File: src/rtl/a23_copro_mp.sv
// a23_copro_mp: system-control coprocessor for the A23 core.
// Provides CPU ID, cache control, region flags, a fault record and a
// cache-flush handshake over a simple MRC/MCR register port.
// Optional build macro: A23_COPRO_FAULT_FIFO_EN
//   defined   -> fault capture is a FAULT_DEPTH-entry FIFO with sticky overflow
//   undefined -> fault capture is a single entry that every new fault overwrites
module a23_copro_mp #(
  parameter int          AREA_W      = 32,
  parameter int          FAULT_DEPTH = 4,
  parameter logic [31:0] CPU_ID      = 32'h4156_0300
) (
  input  logic              i_clk,
  input  logic              i_rst_n,
  input  logic              i_fetch_stall,
  input  logic [1:0]        i_copro_operation,
  input  logic [3:0]        i_copro_crn,
  input  logic [31:0]       i_copro_write_data,
  input  logic              i_fault,
  input  logic [7:0]        i_fault_status,
  input  logic [31:0]       i_fault_address,
  input  logic              i_cache_flush_done,
  output logic [31:0]       o_copro_read_data,
  output logic              o_cache_enable,
  output logic              o_cache_flush,
  output logic [AREA_W-1:0] o_cacheable_area,
  output logic [AREA_W-1:0] o_updateable_area,
  output logic [AREA_W-1:0] o_disruptive_area,
  output logic              o_fault_pending
);

  typedef enum logic {
    ST_IDLE  = 1'b0,
    ST_FLUSH = 1'b1
  } flush_state_t;

  localparam logic [1:0] OP_MRC = 2'd1;
  localparam logic [1:0] OP_MCR = 2'd2;

  logic [2:0]        cache_control;
  logic [AREA_W-1:0] cacheable_area;
  logic [AREA_W-1:0] updateable_area;
  logic [AREA_W-1:0] disruptive_area;
  logic              overflow;
  flush_state_t      flush_state;
  logic              flush_busy;
  logic [31:0]       read_mux;

  // Fault-record view shared by both capture implementations
  logic [7:0]        head_status;
  logic [31:0]       head_address;
  logic [7:0]        fault_count;
  logic              fault_nonempty;
  logic              ovf_set;

  // Register-port decode; a stalled cycle accepts nothing
  logic active;
  logic mcr;
  logic mrc;
  logic push;
  logic pop;

  assign active = ~i_fetch_stall;
  assign mcr    = active && (i_copro_operation == OP_MCR);
  assign mrc    = active && (i_copro_operation == OP_MRC);
  assign push   = active && i_fault;
  assign pop    = mrc && (i_copro_crn == 4'd7) && fault_nonempty;

  // Control registers written by MCR
  // NOTE: sequential state uses non-blocking assignments so every flop samples pre-edge values.
  always_ff @(posedge i_clk or negedge i_rst_n) begin
    if (!i_rst_n) begin
      cache_control   <= '0;
      cacheable_area  <= '0;
      updateable_area <= '0;
      disruptive_area <= '0;
    end else if (mcr) begin
      case (i_copro_crn)
        4'd2:    cache_control   <= i_copro_write_data[2:0];
        4'd3:    cacheable_area  <= i_copro_write_data[AREA_W-1:0];
        4'd4:    updateable_area <= i_copro_write_data[AREA_W-1:0];
        4'd5:    disruptive_area <= i_copro_write_data[AREA_W-1:0];
        default: ;
      endcase
    end
  end

  // Sticky overflow: a dropped fault sets it, MCR CRn8 clears it
  always_ff @(posedge i_clk or negedge i_rst_n) begin
    if (!i_rst_n) begin
      overflow <= 1'b0;
    end else if (ovf_set) begin
      overflow <= 1'b1;
    end else if (mcr && (i_copro_crn == 4'd8)) begin
      overflow <= 1'b0;
    end
  end

`ifdef A23_COPRO_FAULT_FIFO_EN
  localparam int PTR_W = (FAULT_DEPTH > 1) ? $clog2(FAULT_DEPTH) : 1;
  localparam logic [PTR_W:0] DEPTH_COUNT = FAULT_DEPTH[PTR_W:0];

  logic [7:0]       fifo_status  [FAULT_DEPTH];
  logic [31:0]      fifo_address [FAULT_DEPTH];
  logic [PTR_W-1:0] wr_ptr;
  logic [PTR_W-1:0] rd_ptr;
  logic [PTR_W:0]   count;
  logic             full;
  logic             push_accept;

  assign full           = (count == DEPTH_COUNT);
  assign fault_nonempty = (count != '0);
  // A pop in the same cycle frees the slot the push needs, so a full FIFO still accepts
  assign push_accept    = push && (!full || pop);
  assign ovf_set        = push && full && !pop;

  // Pointer and occupancy tracking; power-of-2 depth lets pointers wrap naturally
  always_ff @(posedge i_clk or negedge i_rst_n) begin
    if (!i_rst_n) begin
      wr_ptr <= '0;
      rd_ptr <= '0;
      count  <= '0;
    end else begin
      if (push_accept) wr_ptr <= wr_ptr + 1'b1;
      if (pop)         rd_ptr <= rd_ptr + 1'b1;
      case ({push_accept, pop})
        2'b10:   count <= count + 1'b1;
        2'b01:   count <= count - 1'b1;
        default: ;
      endcase
    end
  end

  // Fault entry storage
  // NOTE: storage has no reset; validity comes from the reset pointers and count.
  always_ff @(posedge i_clk) begin
    if (push_accept) begin
      fifo_status[wr_ptr]  <= i_fault_status;
      fifo_address[wr_ptr] <= i_fault_address;
    end
  end

  assign head_status  = fault_nonempty ? fifo_status[rd_ptr]  : 8'd0;
  assign head_address = fault_nonempty ? fifo_address[rd_ptr] : 32'd0;
  assign fault_count  = 8'(count);
`else
  logic        fault_valid;
  logic [7:0]  single_status;
  logic [31:0] single_address;

  assign fault_nonempty = fault_valid;
  assign ovf_set        = 1'b0;

  // Valid flag: a new fault wins over a simultaneous CRn7 read
  always_ff @(posedge i_clk or negedge i_rst_n) begin
    if (!i_rst_n) begin
      fault_valid <= 1'b0;
    end else if (push) begin
      fault_valid <= 1'b1;
    end else if (pop) begin
      fault_valid <= 1'b0;
    end
  end

  // Single fault record, overwritten by every accepted fault
  always_ff @(posedge i_clk) begin
    if (push) begin
      single_status  <= i_fault_status;
      single_address <= i_fault_address;
    end
  end

  assign head_status  = fault_valid ? single_status  : 8'd0;
  assign head_address = fault_valid ? single_address : 32'd0;
  assign fault_count  = {7'd0, fault_valid};
`endif

  // Read map, sampled before any pop this cycle takes effect
  // NOTE: the default assignment first keeps this purely combinational (no latch).
  always_comb begin
    read_mux = 32'd0;
    case (i_copro_crn)
      4'd0:    read_mux = CPU_ID;
      4'd2:    read_mux = {29'd0, cache_control};
      4'd3:    read_mux = 32'(cacheable_area);
      4'd4:    read_mux = 32'(updateable_area);
      4'd5:    read_mux = 32'(disruptive_area);
      4'd6:    read_mux = {16'd0, fault_count, head_status};
      4'd7:    read_mux = head_address;
      4'd8:    read_mux = {30'd0, flush_busy, overflow};
      default: read_mux = 32'd0;
    endcase
  end

  // Read data register: one-cycle latency, frozen while stalled
  always_ff @(posedge i_clk or negedge i_rst_n) begin
    if (!i_rst_n) begin
      o_copro_read_data <= 32'd0;
    end else if (active) begin
      o_copro_read_data <= read_mux;
    end
  end

  // Cache flush handshake; the acknowledge is honoured even during a stall
  always_ff @(posedge i_clk or negedge i_rst_n) begin
    if (!i_rst_n) begin
      flush_state <= ST_IDLE;
    end else begin
      case (flush_state)
        ST_IDLE:  if (mcr && (i_copro_crn == 4'd1)) flush_state <= ST_FLUSH;
        ST_FLUSH: if (i_cache_flush_done)           flush_state <= ST_IDLE;
        default:  flush_state <= ST_IDLE;
      endcase
    end
  end

  assign flush_busy        = (flush_state == ST_FLUSH);
  assign o_cache_flush     = flush_busy;
  assign o_cache_enable    = cache_control[0];
  assign o_cacheable_area  = cacheable_area;
  assign o_updateable_area = updateable_area;
  assign o_disruptive_area = disruptive_area;
  assign o_fault_pending   = fault_nonempty;

endmodule

File: config.mk
export PLATFORM = sky130hd
export DESIGN_NAME = a23_copro_mp
export DESIGN_NICKNAME = d
export VERILOG_FILES = /design/src/rtl/a23_copro_mp.sv
export SDC_FILE = /design/constraint.sdc
export NUM_CORES = 1
export LEC_CHECK = 0
export CORE_MARGIN = 1.5
export CORE_UTILIZATION = 51
export CTS_CLUSTER_DIAMETER = 200
export DETAILED_ROUTE_END_ITERATION = 10
export GPL_TIMING_DRIVEN = 0
export PLACE_DENSITY = 0.86
export RECOVER_POWER = 100
export SLEW_MARGIN = 20
export SYNTH_ARGS = -nofsm -noshare
export SYNTH_HDL_FRONTEND = slang
export SYNTH_SLANG_ARGS = --single-unit
File: constraint.sdc
create_clock -name i_clk -period 3.8 [get_ports i_clk]
set_clock_uncertainty 0.15 [all_clocks]
set_input_delay 0.38 -clock i_clk [delete_from_list [all_inputs] [get_ports i_clk]]
set_output_delay 0.38 -clock i_clk [all_outputs]
set_load 0.02 [all_outputs]
==> results of run 1 <==
[power groups by stage]
stage	clock (mW)	combinational [mW]	sequential, mW
floorplan	0	0.232	2.42
global placement	0	0.906	2.25
detailed placement	0	0.936	2.26
CTS	1.86	0.942	2.23
global route	1.94	0.886	2.24
finish	1.84	0.839	2.22
[placed cells by master, fill, tap and decap left out, drive strengths merged, types with 2 or more instances in the layout]
cell / instances
dlygate4sd3: 175
dfrtp: 133
mux2: 99
edfxtp: 40
clkbuf: 39
clkdlybuf4s50: 38
a22oi: 24
o21ai: 23
a21oi: 19
a22o: 18
nand2: 17
buf: 17
mux2i: 9
a31oi: 8
a221oi: 8
a221o: 7
clkinv: 7
o2bb2ai: 5
bufinv: 4
nand4b: 4
nor3b: 4
nor2: 3
nor3: 3
a2bb2oi: 2
and3b: 2
o31ai: 2
and4bb: 2
[registers in the layout, indices dropped and copies added (netlist names)]
signal,flops
o_cacheable_area,32
single_status,8
single_address,32
cache_control,3
o_cache_flush,1
o_disruptive_area,32
o_updateable_area,32
o_copro_read_data,32
o_fault_pending,1
[metal layers]
layer  global-route usage, %  vias up
met5                       0        -
met4                    10.1        2
met3                    9.32       42
met2                    48.6      246
met1                    35.2     2681
li1                        -     2291
[per-stage QoR]
stage,utilization (%),hold slack [ps],setup TNS (ps)
finish,73.1,332,0
global route,73.1,338,0
CTS,74.1,263,0
detailed placement,69.5,117,0
global placement,69.0,303,-425460
floorplan,-,-65.6,0
[kinds of logic after synthesis]
kind of cell    synth area share [%]
mux                             18.3
compound gates                  11.9
simple gates                    3.88
flops                           63.0
buf+inv                         2.87
[cell type report]
type / count / area, um^2 / area share, %
tap: 180 / 225 / 2.23
inverter: 1 / 3.75 / 0.0371
buffer: 33 / 188 / 1.86
antenna: 1 / 2.50 / 0.0248
sequential: 173 / 4530 / 44.8
clock buffer: 20 / 457 / 4.52
timing repair buffer: 216 / 2190 / 21.7
clock inverter: 12 / 168 / 1.66
multi-input combinational: 268 / 2340 / 23.2
[path summary, 6_finish.rpt]
path | startpoint | slack, ps | cells past startpoint | end
max | i_copro_crn[3] | 830 | 7 | o_copro_read_data[26]
min | single_address[23] | 330 | 2 | o_copro_read_data[23]
max reg2reg | o_fault_pending | 1920 | 5 | o_copro_read_data[31]
min reg2reg | single_address[23] | 330 | 2 | o_copro_read_data[23]
max in group asynchronous | i_rst_n | 1250 | 3 | o_copro_read_data[25]
min in group asynchronous | i_rst_n | 950 | 2 | o_cacheable_area[2]
[worst max-delay path, stage by stage]
cell and delay, ps:
dlygate4sd3_1 590, clkbuf_1 240, nor4b_1 790, buf_4 330, clkbuf_1 470, a21oi_1 180, o21ai_0 180
==> flow_summary_export.csv, run 1 <==
group,metric,value,unit
global_routing,grt-ovfl-total,0,
synthesis,syn-num-nets,558,
cts,clock_latency,430,ps
synthesis,ys_types,43,
outcome,outcome,"finished with violations",
cts,root_buffer,"clkbuf_16",
floorplan,ios,214,
pwr,p_int,3.62,mW
cts,path_clk_slew,60,ps
cells_and_area,fill_cells,911,
pwr,ir_drop,0.308,mV
pwr,combPwrFrac,17.1,%
worst_setup_path,cp-start-kind,"input port",
synthesis,synthArstFlopShare,76.9,%
sta,worst_slack,827,ps
sta,slew_violations,34,
cts,ctsHtreeMaxLevel,4,
synthesis,ys.flop_type,"dfrtp_1",
cells_and_area,stdcell_count,904,
worst_setup_path,arrival,3160,ps
cells_and_area,syn_to_final_growth,40.6,%
placement,post-place-ws,1030,ps
sta,setup_viol,0,
routing,dr.max_layer_used,"met5",
routing,routed_wl,20600,um
synthesis,yosys.area.top_type,"dfrtp_1",
synthesis,synth.top_cell.area_share,46.3,%
routing,remaining_drc_errors,0,
global_routing,grt_max_degree,101,
worst_setup_path,worstPathMaxFanout,10,
cts,cts_buffer_depth,2,
routing,first_iter_violations,361,
worst_setup_path,critical_path_class,"in2reg",
floorplan,fp.dieH,122,um
placement,dp_cells,870,
global_routing,antenna_found_initial,2,
routing,drt-wirelength-per-cell,22.8,um
cells_and_area,final_area,10100,um^2
routing,num_vias,5262,
global_routing,grt_pass1_wl,31400,um
pwr,switchingPower,1.28,mW
global_routing,grt_pass1_vias,5534,
synthesis,synth-seq-area-share,63.0,%
sta,max_freq,336,MHz
pwr,power_density,485,nW/um^2
synthesis,synth_common_cells,"dfrtp_1, mux2_2, edfxtp_1",
pwr,seqPwrFrac,45.3,%
pwr,design_power_total,4.90,mW
cts,ctsHoldBuffers,1,
cts,cts_tree,"yes",
floorplan,dieArea,14800,um^2
sta,maxSlewHeadroom,-39.0,%
routing,vias_per_cell,5.82,
sta,hold_viol,0,
placement,dpl-instance-area,9610,um^2
synthesis,yosysWarnings,0,
global_routing,grtUsageTotal,28.9,%
pwr,clockPowerShare,37.5,%
min_path,hp-class,"reg2reg",
worst_setup_path,cp-end-kind,"register",
pwr,p_leak,4.63,nW
synthesis,synth_edf_count,40,
placement,routabilityCongestion,0.836,
routing,ant_nets,0,
synthesis,yosysMostFrequentCell,"dfrtp_1",
routing,routed-wl-met2,10300,um
sta,rsz0062_at_grt,"false",
sta,worst_pin_slew,2080,ps
cts,clock-sinks,173,
synthesis,synthesis.area,7190,um^2
routing,met1Wirelength,8120,um
routing,wl_met3,1600,um
sta,finalCriticalPeriod,2970,ps
synthesis,yosys-top-cells-area,"dfrtp_1, edfxtp_1, mux2_2, mux2_4, a22oi_1",
placement,dpl.hpwl,14600,um
cts,numCtsBuffers,17,
worst_setup_path,crit_required,3990,ps
synthesis,synthCells,475,
synthesis,syn_area_per_cell,15.1,um^2
run,cap_violations,1,
cts,cts_resized,0,
sta,finalCritPeriodShare,78.2,%
cells_and_area,post_route_cells_drive_above_1_share,17.2,%
cts,post_cts_buffers,0,
placement,numPortBuffers,213,
routing,drtPass1Iterations,5,
synthesis,synth-seq-cells,173,
floorplan,start_util,52.0,%
floorplan,rows,43,
cells_and_area,num-nets-final,793,
floorplan,die_w,122,um
outcome,failed_checks,"max-capacitance violations, max-slew violations",
floorplan,core,13800,um^2
pwr,p_sw_share,26.1,%
Power figures use the tool's default switching activity.
==> run 2: changes to the inputs <==
--- a/config.mk
+++ b/config.mk
@@ -6,11 +6,11 @@
 export NUM_CORES = 1
 export LEC_CHECK = 0
 export CORE_MARGIN = 1.5
-export CORE_UTILIZATION = 51
+export CORE_UTILIZATION = 43
 export CTS_CLUSTER_DIAMETER = 200
 export DETAILED_ROUTE_END_ITERATION = 10
 export GPL_TIMING_DRIVEN = 0
-export PLACE_DENSITY = 0.86
+export PLACE_DENSITY = 0.77
 export RECOVER_POWER = 100
 export SLEW_MARGIN = 20
 export SYNTH_ARGS = -nofsm -noshare
==> constraint.sdc (replaced) <==
create_clock -name i_clk -period 2.4 [get_ports i_clk]
set_clock_uncertainty 0.15 [all_clocks]
set_input_delay 0.24 -clock i_clk [delete_from_list [all_inputs] [get_ports i_clk]]
set_output_delay 0.24 -clock i_clk [all_outputs]
set_load 0.02 [all_outputs]
==> run 2 against run 1 <==
  * The flow still finishes with violations (max-capacitance violations, max-slew violations)
  * Register-to-register slack got worse by 1300 ps
  * Power rose by 58%
  * Worst setup slack got worse by 650 ps
  * Global-route usage fell by 4.0 points
  * Hold slack got worse by 100 ps
  * Sequential share of layout area fell by 0.35 points
  * First-iteration DRC count fell by 34%
  * Utilization fell by 11 points
  * Critical endpoint is now o_updateable_area[2]
  * Die area rose by 18%
==> flow_summary_export.csv, run 2 (synthesized netlist as in run 1, its figures left out) <==
group,metric,value,unit
floorplan,die_w,132,um
sta,max_freq,450,MHz
sta,worst_pin_slew,1660,ps
cells_and_area,syn_to_final_growth,41.7,%
placement,routabilityCongestion,0.808,
cells_and_area,num-nets-final,793,
worst_setup_path,crit_required,2560,ps
cts,numCtsBuffers,17,
cells_and_area,fill_cells,1249,
cts,ctsHtreeMaxLevel,4,
worst_setup_path,cp-end-kind,"register",
floorplan,dieArea,17500,um^2
floorplan,core,16500,um^2
worst_setup_path,cp-start-kind,"input port",
global_routing,grtUsageTotal,24.9,%
sta,finalCritPeriodShare,92.6,%
pwr,ir_drop,0.533,mV
routing,vias_per_cell,5.53,
sta,maxSlewHeadroom,-10.5,%
worst_setup_path,crit-reg2reg-capture,"o_copro_read_data[12]",
worst_setup_path,worstPathMaxFanout,10,
placement,post-place-ws,-210,ps
min_path,hp-class,"in2reg",
placement,dpl.hpwl,14800,um
sta,rsz0062_at_grt,"false",
cts,cts_tree,"yes",
worst_setup_path,slowest_delay,590,ps
sta,finalCriticalPeriod,2220,ps
sta,worst_slack,176,ps
min_path,hold_path_depth,2,
placement,numPortBuffers,213,
global_routing,grt-ovfl-total,0,
routing,first_iter_violations,239,
global_routing,antenna_found_initial,1,
worst_setup_path,rrSetupSlack,660,ps
sta,hold_viol,0,
floorplan,start_util,43.7,%
worst_setup_path,cpMaxStageDelayCell,"dlygate4sd3_1",
cts,root_buffer,"clkbuf_16",
worst_setup_path,timing.rr.start,"o_fault_pending",
cts,path_clk_slew,60,ps
pwr,power_density,762,nW/um^2
cells_and_area,layout_common_cells,"dlygate4sd3_1, dfrtp_1, mux2_2",
cells_and_area,final_util,61.9,%
cells_and_area,post_route_cells_drive_above_1_share,19.6,%
min_path,hold_start,"i_cache_flush_done",
global_routing,grt_pass1_wl,32800,um
outcome,failed_checks,"max-capacitance violations, max-slew violations",
run,cap_violations,1,
global_routing,grt_pass1_vias,5656,
min_path,hold_end,"o_cache_flush",
routing,drt-wirelength-per-cell,22.2,um
sta,setup_viol,0,
routing,routed_wl,20900,um
routing,num_vias,5216,
global_routing,grt_max_degree,71,
routing,drtPass1Iterations,4,
floorplan,rows,47,
floorplan,ios,214,
cts,clock-sinks,173,
sta,slew_violations,70,
worst_setup_path,reg2reg_depth,5,
cells_and_area,mostFrequentLayoutCell,"dlygate4sd3_1",
worst_setup_path,path_cells,"dlygate4sd3_1 -> buf_4 -> nor4b_4 -> nand2_1 -> buf_2 -> mux2_1",
pwr,p_leak,4.67,nW
sta,fin_tns_setup,0,ps
routing,ant_nets,0,
cts,clock_latency,430,ps
routing,remaining_drc_errors,0,
cts,cts_buffer_depth,2,
worst_setup_path,arrival,2380,ps
cts,cts_resized,0,
floorplan,fp.dieH,132,um
outcome,outcome,"finished with violations",
worst_setup_path,critical_path_class,"in2reg",
## run 2: worst max-delay path by stage
stage	startpoint	endpoint	slack (ps)
3_3_place_gp	i_rst_n	o_copro_read_data[21]	-4280
5_1_grt	i_fetch_stall	o_updateable_area[5]	70
2_1_floorplan	i_fetch_stall	single_address[0]	270
4_1_cts	i_copro_crn[1]	o_copro_read_data[30]	240
6_report	i_copro_crn[3]	o_updateable_area[2]	180
3_5_place_dp	i_copro_crn[1]	o_copro_read_data[30]	-210
## run 2: metal layers
| layer | part of all wire, % | up-vias | wire, um | GRT usage [%] |
|---|---|---|---|---|
| met4 | 2.7 | 0 | 557 | 9.04 |
| met5 | 0 | - | 0 | 0 |
| met3 | 6.8 | 42 | 1410 | 7.50 |
| met2 | 49 | 216 | 10300 | 41.2 |
| met1 | 41 | 2669 | 8650 | 31.1 |
| li1 | - | 2289 | - | - |
## run 2: final cells by class
type,count,area [um^2],area share (%)
sequential,173,4530,44.5
antenna,1,2.50,0.0246
inverter,1,3.75,0.0369
tap,220,275,2.70
multi-input combinational,268,2370,23.2
buffer,33,190,1.87
clock buffer,20,489,4.80
timing repair buffer,216,2180,21.4
clock inverter,12,144,1.41
## run 2: repair_timing
item,4_1_cts,5_1_grt
hold endpoints to repair,69,0
hold buffers,1,0
setup buffers,0,0
## run 2: where the power goes
part,switching [mW],internal (mW)
combinational,0.686,0.643
clock,1.21,1.71
sequential,0.210,3.31
total,2.11,5.66
## run 2: critical path, delay by kind of cell
family / cells / cell delay, ps
simple gates: 2 / 640
buf+inv: 3 / 1130
mux: 1 / 360
## run 2: per-stage QoR
stage,power (mW),cells,instance area (um^2),hold slack [ps]
global placement,5.00,908,9600,312
global route,8.05,944,10200,213
floorplan,4.19,475,7190,-206
detailed placement,5.06,910,9660,85.9
CTS,7.99,943,10300,191
finish,7.76,944,10200,232
